[config.mk]
export PLATFORM = sky130hd
export DESIGN_NAME = user_event_reader
export DESIGN_NICKNAME = d
export VERILOG_FILES = /design/src/rtl/user_event_reader.sv
export SDC_FILE = /design/constraint.sdc
export NUM_CORES = 1
export LEC_CHECK = 0
export ABC_AREA = 1
export BUFFER_PORTS_ARGS = -buffer_cell sky130_fd_sc_hd__buf_2
export CORE_ASPECT_RATIO = 0.8
export CORE_UTILIZATION = 30
export CTS_CLUSTER_SIZE = 28
export DETAILED_ROUTE_END_ITERATION = 7
export GPL_ROUTABILITY_DRIVEN = 1
export GPL_TIMING_DRIVEN = 0
export HOLD_SLACK_MARGIN = 0.1
export PLACE_DENSITY = 0.45
export SYNTH_ARGS = -nofsm -noshare
export SYNTH_HDL_FRONTEND = slang
export SYNTH_SLANG_ARGS = --single-unit
[constraint.sdc]
create_clock -name clk_i -period 4.85 [get_ports clk_i]
set_input_delay 0.97 -clock clk_i [delete_from_list [all_inputs] [get_ports clk_i]]
set_output_delay 0.97 -clock clk_i [all_outputs]
set_load 0.03 [all_outputs]
[src/rtl/user_event_reader.sv]
// user_event_reader: FIFO-buffered user_input reader merged with gravity ticks onto a valid/ready stream.
// Define USER_EVENT_READER_SPEEDUP_EN to add level_i, which shortens the gravity period.
package user_event_pkg;
  typedef enum logic [2:0] {
    EV_NONE, EV_LEFT, EV_RIGHT, EV_UP, EV_DOWN, EV_ROTATE, EV_DROP, EV_NEW_GAME
  } user_event_t;
endpackage

module user_event_reader
  import user_event_pkg::*;
#(
  parameter int DEPTH       = 4,
  parameter int GRAVITY_DIV = 25_000_000
) (
  input  logic                    clk_i,
  input  logic                    rst_i,
  input  user_event_t             user_event_i,
  input  logic                    user_event_ready_i,
  output logic                    user_event_rd_req_o,
  input  logic                    gravity_en_i,
`ifdef USER_EVENT_READER_SPEEDUP_EN
  input  logic [3:0]              level_i,
`endif
  output user_event_t             evt_o,
  output logic                    evt_gravity_o,
  output logic                    evt_valid_o,
  input  logic                    evt_ready_i,
  output logic [$clog2(DEPTH):0]  fifo_count_o
);
  localparam int PW = $clog2(DEPTH);
  localparam int CW = PW + 1;
  localparam int GW = $clog2(GRAVITY_DIV + 1);
  typedef enum logic {RD_IDLE, RD_WAIT} rd_state_t;
  rd_state_t state_q, state_d;
  user_event_t mem_q [DEPTH];
  logic [PW-1:0] wr_ptr_q, wr_ptr_d, rd_ptr_q, rd_ptr_d;
  logic [CW-1:0] count_q, count_d;
  logic [GW-1:0] grav_cnt_q, grav_cnt_d, period;
  logic pend_q, pend_d;
  user_event_t evt_q, evt_d, head;
  logic grav_q, grav_d, valid_q, valid_d;
  logic rd_req, wr, head_avail, load, pop, grav_take, clr, tick, lvl_chg;
`ifdef USER_EVENT_READER_SPEEDUP_EN
  logic [3:0] level_q;
  logic [GW-1:0] shifted;
  always_comb begin
    shifted = GW'(GRAVITY_DIV) >> level_i;
    period  = shifted < GW'(4) ? GW'(4) : shifted;
    lvl_chg = level_i != level_q;
  end
  always_ff @(posedge clk_i or negedge rst_i)
    if (!rst_i) level_q <= '0;
    else        level_q <= level_i;
`else
  always_comb begin
    period  = GW'(GRAVITY_DIV);
    lvl_chg = 1'b0;
  end
`endif
  always_comb begin
    wr         = state_q == RD_WAIT;
    // gated by rst_i so the pop strobe drops with the async reset, not at the next edge
    rd_req     = rst_i && state_q == RD_IDLE && user_event_ready_i && count_q < CW'(DEPTH);
    state_d    = rd_req ? RD_WAIT : RD_IDLE;
    // an empty FIFO being written hands the incoming event straight to the output stage
    head_avail = wr || count_q != '0;
    head       = count_q != '0 ? mem_q[rd_ptr_q] : user_event_i;
    load       = !valid_q || evt_ready_i;
    pop        = load && head_avail;
    grav_take  = load && !head_avail && pend_q;
    valid_d    = load ? head_avail || pend_q : valid_q;
    evt_d      = !load ? evt_q : head_avail ? head : pend_q ? EV_DOWN : EV_NONE;
    grav_d     = !load ? grav_q : grav_take;
    wr_ptr_d   = wr_ptr_q + PW'(wr);
    rd_ptr_d   = rd_ptr_q + PW'(pop);
    count_d    = count_q + CW'(wr) - CW'(pop);
    clr        = !gravity_en_i || (wr && user_event_i == EV_NEW_GAME);
    tick       = gravity_en_i && grav_cnt_q >= period - GW'(1);
    grav_cnt_d = (clr || tick || lvl_chg) ? '0 : grav_cnt_q + GW'(1);
    pend_d     = clr ? 1'b0 : pend_q ? !grav_take : tick;
  end
  always_ff @(posedge clk_i)
    if (wr) mem_q[wr_ptr_q] <= user_event_i;
  always_ff @(posedge clk_i or negedge rst_i)
    if (!rst_i) begin
      state_q    <= RD_IDLE;
      wr_ptr_q   <= '0;
      rd_ptr_q   <= '0;
      count_q    <= '0;
      grav_cnt_q <= '0;
      pend_q     <= 1'b0;
      evt_q      <= EV_NONE;
      grav_q     <= 1'b0;
      valid_q    <= 1'b0;
    end else begin
      state_q    <= state_d;
      wr_ptr_q   <= wr_ptr_d;
      rd_ptr_q   <= rd_ptr_d;
      count_q    <= count_d;
      grav_cnt_q <= grav_cnt_d;
      pend_q     <= pend_d;
      evt_q      <= evt_d;
      grav_q     <= grav_d;
      valid_q    <= valid_d;
    end
  assign user_event_rd_req_o = rd_req;
  assign evt_o               = evt_q;
  assign evt_gravity_o       = grav_q;
  assign evt_valid_o         = valid_q;
  assign fifo_count_o        = count_q;
endmodule

==> After elaboration in Yosys (flattened, before gate mapping) <==
Memories as Yosys holds them, arrays and structs flattened.
Cells that the tools add are included.
{ "word_totals": {"ff_bits": 39, "latchBits": 0, "mem_bits_rw": 12, "mem_bits_ro": 0, "inputBits": 8, "mem_count": 1} }
{ "op_classes": {"addsub": 5, "n_mul": 0, "div": 0, "n_lt_le_gt_ge": 2, "eq_ne": 1, "n_shift": 0, "mux": 9, "n_bitwise": 1, "reduce_logical": 18} }
{ "mem_list": {"columns": ["memory", "depth", "width", "rd", "rd_clocked_by_memory_dff", "write_ports", "line_no", "rtl"], "rows": [
  ["mem_q", 4, 3, 1, 0, 1, "35", "user_event_t mem_q [DEPTH];"]
]} }
{ "op_table": {"columns": ["operator", "n"], "rows": [
  ["25-bit by 1-bit adder with 25-bit output, second input constant", 1],
  ["25-bit >= comparator, second input constant", 1],
  ["25-bit 2-to-1 mux", 1],
  ["3-bit 2-to-1 mux", 3],
  ["1-bit logical AND", 8],
  ["1-bit logical OR", 5],
  ["1-bit 2-to-1 mux", 5],
  ["2-bit by 1-bit adder with 2-bit output", 2],
  ["1-bit zero test", 4],
  ["3-bit by 1-bit adder with 3-bit output", 1],
  ["3-bit == test, second input constant", 1],
  ["3-bit less-than comparator, second input constant", 1],
  ["3-bit nonzero test", 1],
  ["3-bit by 1-bit subtractor with 3-bit output", 1],
  ["1-bit inverter", 1]
]} }

==> Longest topological paths before layout <==
{ "depth": {"depth_word": 8, "mapped_depth": 11, "depth_no_buf": 10} }

==> Worst setup path after synthesis <==
OpenSTA, ideal clock, no wires.
{ "synth_path": {"path_type": "in2out", "startpoint": "input port user_event_ready_i", "endpoint": "output port user_event_rd_req_o", "t_arrival_ps": 1699, "required_ps": 3880, "setup_slack_ps": 2181, "stages": 2, "path_buffers": 0, "path_cell_list": "nand2_1 -> nor3_1"} }
{ "synth_between": {"elab_chain_len": 2} }
{ "synth_rtl": {"columns": ["element", "line_no", "rtl"], "rows": [
  ["start, declared", "18", "input logic user_event_ready_i,"],
  ["1-bit logical AND (2 in series)", "63", "rd_req = rst_i && state_q == RD_IDLE && user_event_ready_i && count_q < CW'(DEPTH);"],
  ["end, declared", "19", "output logic user_event_rd_req_o,"]
]} }
Every way passes these cells.

==> Final worst setup path <==
{ "layout_path": {"startpoint": "input port rst_i", "endpoint": "output port user_event_rd_req_o"} }
{ "layout_between": {"elab_chain_len": 3} }
{ "layout_rtl": {"columns": ["element", "line_no", "rtl"], "rows": [
  ["start, declared", "16", "input logic rst_i,"],
  ["1-bit logical AND (3 in series)", "63", null]
]} }
Every way passes these cells.

==> impl_metrics.yaml <==
placed_design:
  count_of_buffers_inserted_at_the_top_level_ports: 16
  dp_worst_setup_slack_ns: 1.59
  gp_routability_congestion: 0.774
  place_hpwl_um: 4150
timing:
  max-slew-margin-rel_pct: 41.3
  clock-skew-final_ns: 0.00366
  fin_crit_sh_pct: 65.1
  tightestPinTransition_ns: 0.880
  report.final.hold_viol_count: 0
  postLayoutSetupSlackWorst_ns: 1.69
  final_max_slew_viol_count: 0
  finalWorstPathRequiredPeriod_ns: 3.16
  final-setup-viol-count: 0
  grt_setup_unrepaired: "false"
  clock.fmax_mhz: 317
  setup-tns-final_ns: 0
flow_run:
  max_cap_viol_count: 0
power:
  ir_worst_vdd_mv: 0.170
  power.switching_fraction_pct: 31.8
  power.share.combinational_pct: 23.9
  leakagePower_nw: 1.27
  p_seq_share_pct: 46.6
  p_clk_share_pct: 29.5
  power.internal_mw: 0.802
  power.density_cell_area_nw_per_um2: 388
  net-switching-power_mw: 0.374
  total_chip_power_mw: 1.18
synth:
  mappedNetlistArea_um2: 2680
  net_count_synth: 317
  postSynthAreaPerCell_um2: 8.83
  synth_seq_cells: 51
  netlist-cell-type-count: 31
  yosysWarningCount: 0
  synth_sequential_area_ratio_pct: 49.9
  syn_inst: 303
layout:
  mostFrequentLayoutCell: "sky130_fd_sc_hd__nor2_1"
  area_delta_synth_final_pct: 13.3
  antenna_cells_inserted: 0
  layout_common_cells: "sky130_fd_sc_hd__nor2_1, sky130_fd_sc_hd__nand2_1, sky130_fd_sc_hd__dfrtp_1"
  final_nets: 340
  layout-drive-gt1-share_pct: 14.1
detailed_routing:
  vias_per_cell: 4.43
  drt_iter0_markers: 84
  detail_route.drc_violations: 0
  drt_first_pass_iters: 4
  final_antenna_violating_net_count: 0
  wl_per_cell_um: 12.3
  route.vias.total: 1945
  drt_total_wl_um: 5420
worst_setup_path:
  critPathCaptureType: "output pin"
  worst_ep_arrival_time_ns: 2.19
  worstReg2RegStart: "fifo_count_o[2]$_DFF_PN0_"
  reg2regPathDepth: 9
  reg2reg_slack_ns: 2.30
  cp.required_ns: 3.88
  worst-setup-path-type: "input pin to output pin"
  timing.critical_path.from_type: "input pin"
  cp_max_fo: 40
  worstReg2RegEnd: "fifo_count_o[2]$_DFF_PN0_"
clocking:
  post_cts.repair.setup_buffers: 0
  cts_made_buffers: 5
  cts_buffer_depth: 2
  cts_root_buffer: "sky130_fd_sc_hd__clkbuf_8"
  cts_sinks: 51
  worst_skew_pair.late_latency_ns: 0.30
  total_number_of_h_tree_levels: 2
  clkTransAtPathRegs_ns: 0.09
  cts_tree: "yes"
  hold_buffers: 0
  cts_resized: 0
worst_hold_path:
  hold_end: "grav_cnt_q[0]$_DFF_PN0_"
  worst_hold_startpoint: "grav_cnt_q[0]$_DFF_PN0_"
  hold_path.class: "flip-flop to flip-flop"
  hold_path_depth: 1
run_status:
  run_status: "finished clean"
floorplan:
  rows: 30
  io-pin-count: 17
  die_height_um: 86.5
  floorplan.die.width_um: 108
  start_util_pct: 31.3
  core_area_um2: 8560
  total_die_area_um2: 9310
grt:
  first_global_vias: 1892
  wire_length_of_the_first_global_routing_pass_um: 9450
  groute.usage.overall_pct: 13.1
  grt_start_max_net_pins: 41
  overflow_after_grt: 0
  number_of_antenna_violations_at_the_first_check_in_global_routing: 0
## worst max-delay path, cell delays in order
cell	delay (ns)
sky130_fd_sc_hd__buf_2	0.66
sky130_fd_sc_hd__nand2_1	0.10
sky130_fd_sc_hd__nor3_1	0.21
sky130_fd_sc_hd__buf_2	0.24
## power by group through the flow
| stage | clock network (mW) | registers (mW) | logic, mW |
|---|---|---|---|
| after global routing | 0.378 | 0.559 | 0.324 |
| after CTS | 0.363 | 0.550 | 0.288 |
| after detailed placement | 0 | 0.558 | 0.285 |
| after global placement | 0 | 0.559 | 0.279 |
| final | 0.347 | 0.548 | 0.281 |
| after floorplan | 0 | 0.601 | 0.151 |
## state kept, by name, indices dropped and copies added, names as in the netlist
signal	flops
mem_q	12
rd_ptr_q	2
state_q	1
pend_q	1
fifo_count_o	3
grav_cnt_q	25
evt_o	3
wr_ptr_q	2
evt_gravity_o	1
evt_valid_o	1
## cell usage after synthesis
library cell	instances	share of area, %
sky130_fd_sc_hd__nand2_1	52	7.3
sky130_fd_sc_hd__nor3_4	1	0.61
sky130_fd_sc_hd__buf_6	2	0.84
sky130_fd_sc_hd__xnor2_1	5	1.6
sky130_fd_sc_hd__xor2_1	18	5.9
sky130_fd_sc_hd__nor2_2	2	0.47
sky130_fd_sc_hd__a21oi_1	2	0.37
sky130_fd_sc_hd__nor2_4	6	2.5
sky130_fd_sc_hd__nand2_4	2	0.84
sky130_fd_sc_hd__buf_2	1	0.19
sky130_fd_sc_hd__edfxtp_1	12	13
sky130_fd_sc_hd__nor2_1	58	8.1
sky130_fd_sc_hd__dfrtp_1	39	36
sky130_fd_sc_hd__nor4_1	1	0.23
sky130_fd_sc_hd__nor3_1	12	2.2
sky130_fd_sc_hd__inv_2	1	0.14
sky130_fd_sc_hd__o221ai_1	1	0.33
sky130_fd_sc_hd__o22ai_1	2	0.47
sky130_fd_sc_hd__nand3_1	19	3.6
sky130_fd_sc_hd__nand4_1	5	1.2
sky130_fd_sc_hd__inv_1	37	5.2
sky130_fd_sc_hd__nand4_2	1	0.47
sky130_fd_sc_hd__ha_1	5	2.3
sky130_fd_sc_hd__o21ai_0	7	1.3
sky130_fd_sc_hd__nand2_2	4	0.93
sky130_fd_sc_hd__o21a_1	1	0.28
sky130_fd_sc_hd__o211ai_1	1	0.28
sky130_fd_sc_hd__nand3_2	1	0.37
sky130_fd_sc_hd__nor3_2	1	0.37
sky130_fd_sc_hd__o21bai_1	3	0.84
sky130_fd_sc_hd__fa_1	1	0.75
## worst max path at each step
stage                     cells after the start             endpoint                from  slack, ns
after global routing                          4  user_event_rd_req_o               rst_i       1.36
after CTS                                     4  user_event_rd_req_o               rst_i       1.58
after global placement                        4  user_event_rd_req_o               rst_i       1.63
final                                         4  user_event_rd_req_o               rst_i       1.69
after detailed placement                      4  user_event_rd_req_o               rst_i       1.59
after floorplan                               2  user_event_rd_req_o  user_event_ready_i       2.18
## stage by stage
| stage | instances | hold WS (ns) | utilization (%) | cell area, um^2 |
|---|---|---|---|---|
| after floorplan | 303 | 0.431 | - | 2680 |
| after global placement | 431 | 0.449 | 33.8 | 2900 |
| after detailed placement | 431 | 0.456 | 33.8 | 2900 |
| after CTS | 439 | 0.470 | 35.4 | 3030 |
| after global routing | 439 | 0.500 | 35.4 | 3030 |
| final | 439 | 0.464 | 35.4 | 3030 |
## area by class of cell
| type | count | area [um^2] |
|---|---|---|
| plain buffers | 3 | 27.5 |
| clock buffers | 5 | 68.8 |
| fillers | 907 | 5530 |
| multi-input cells | 211 | 1170 |
| flip-flops and latches | 51 | 1340 |
| repair buffers | 16 | 80.1 |
| well taps | 112 | 140 |
| clock inverters | 3 | 67.6 |
| inverters | 38 | 143 |
## metal layers
metal  up-vias  part of all wire [%]  track usage (%)
met2        32                    39             17.4
met5         -                     0                0
li1       1007                     -                -
met4         0                  0.78             3.36
met3         4                   3.5             2.78
met1       902                    57             20.9
## cell families (layout without fill, tap and decap cells)
kind of cell / count (synthesis) / count (layout) / synth area share, %
buffers and inverters: 41 / 65 / 6.36
XOR/XNOR: 23 / 23 / 7.53
AND/OR/NAND/NOR: 165 / 165 / 29.2
adder cells (fa/ha/maj): 6 / 6 / 3.09
AO/OA/AOI/OAI: 17 / 17 / 3.88
flip-flops: 51 / 51 / 49.9
No activity file was read; power rests on OpenSTA's default activity.
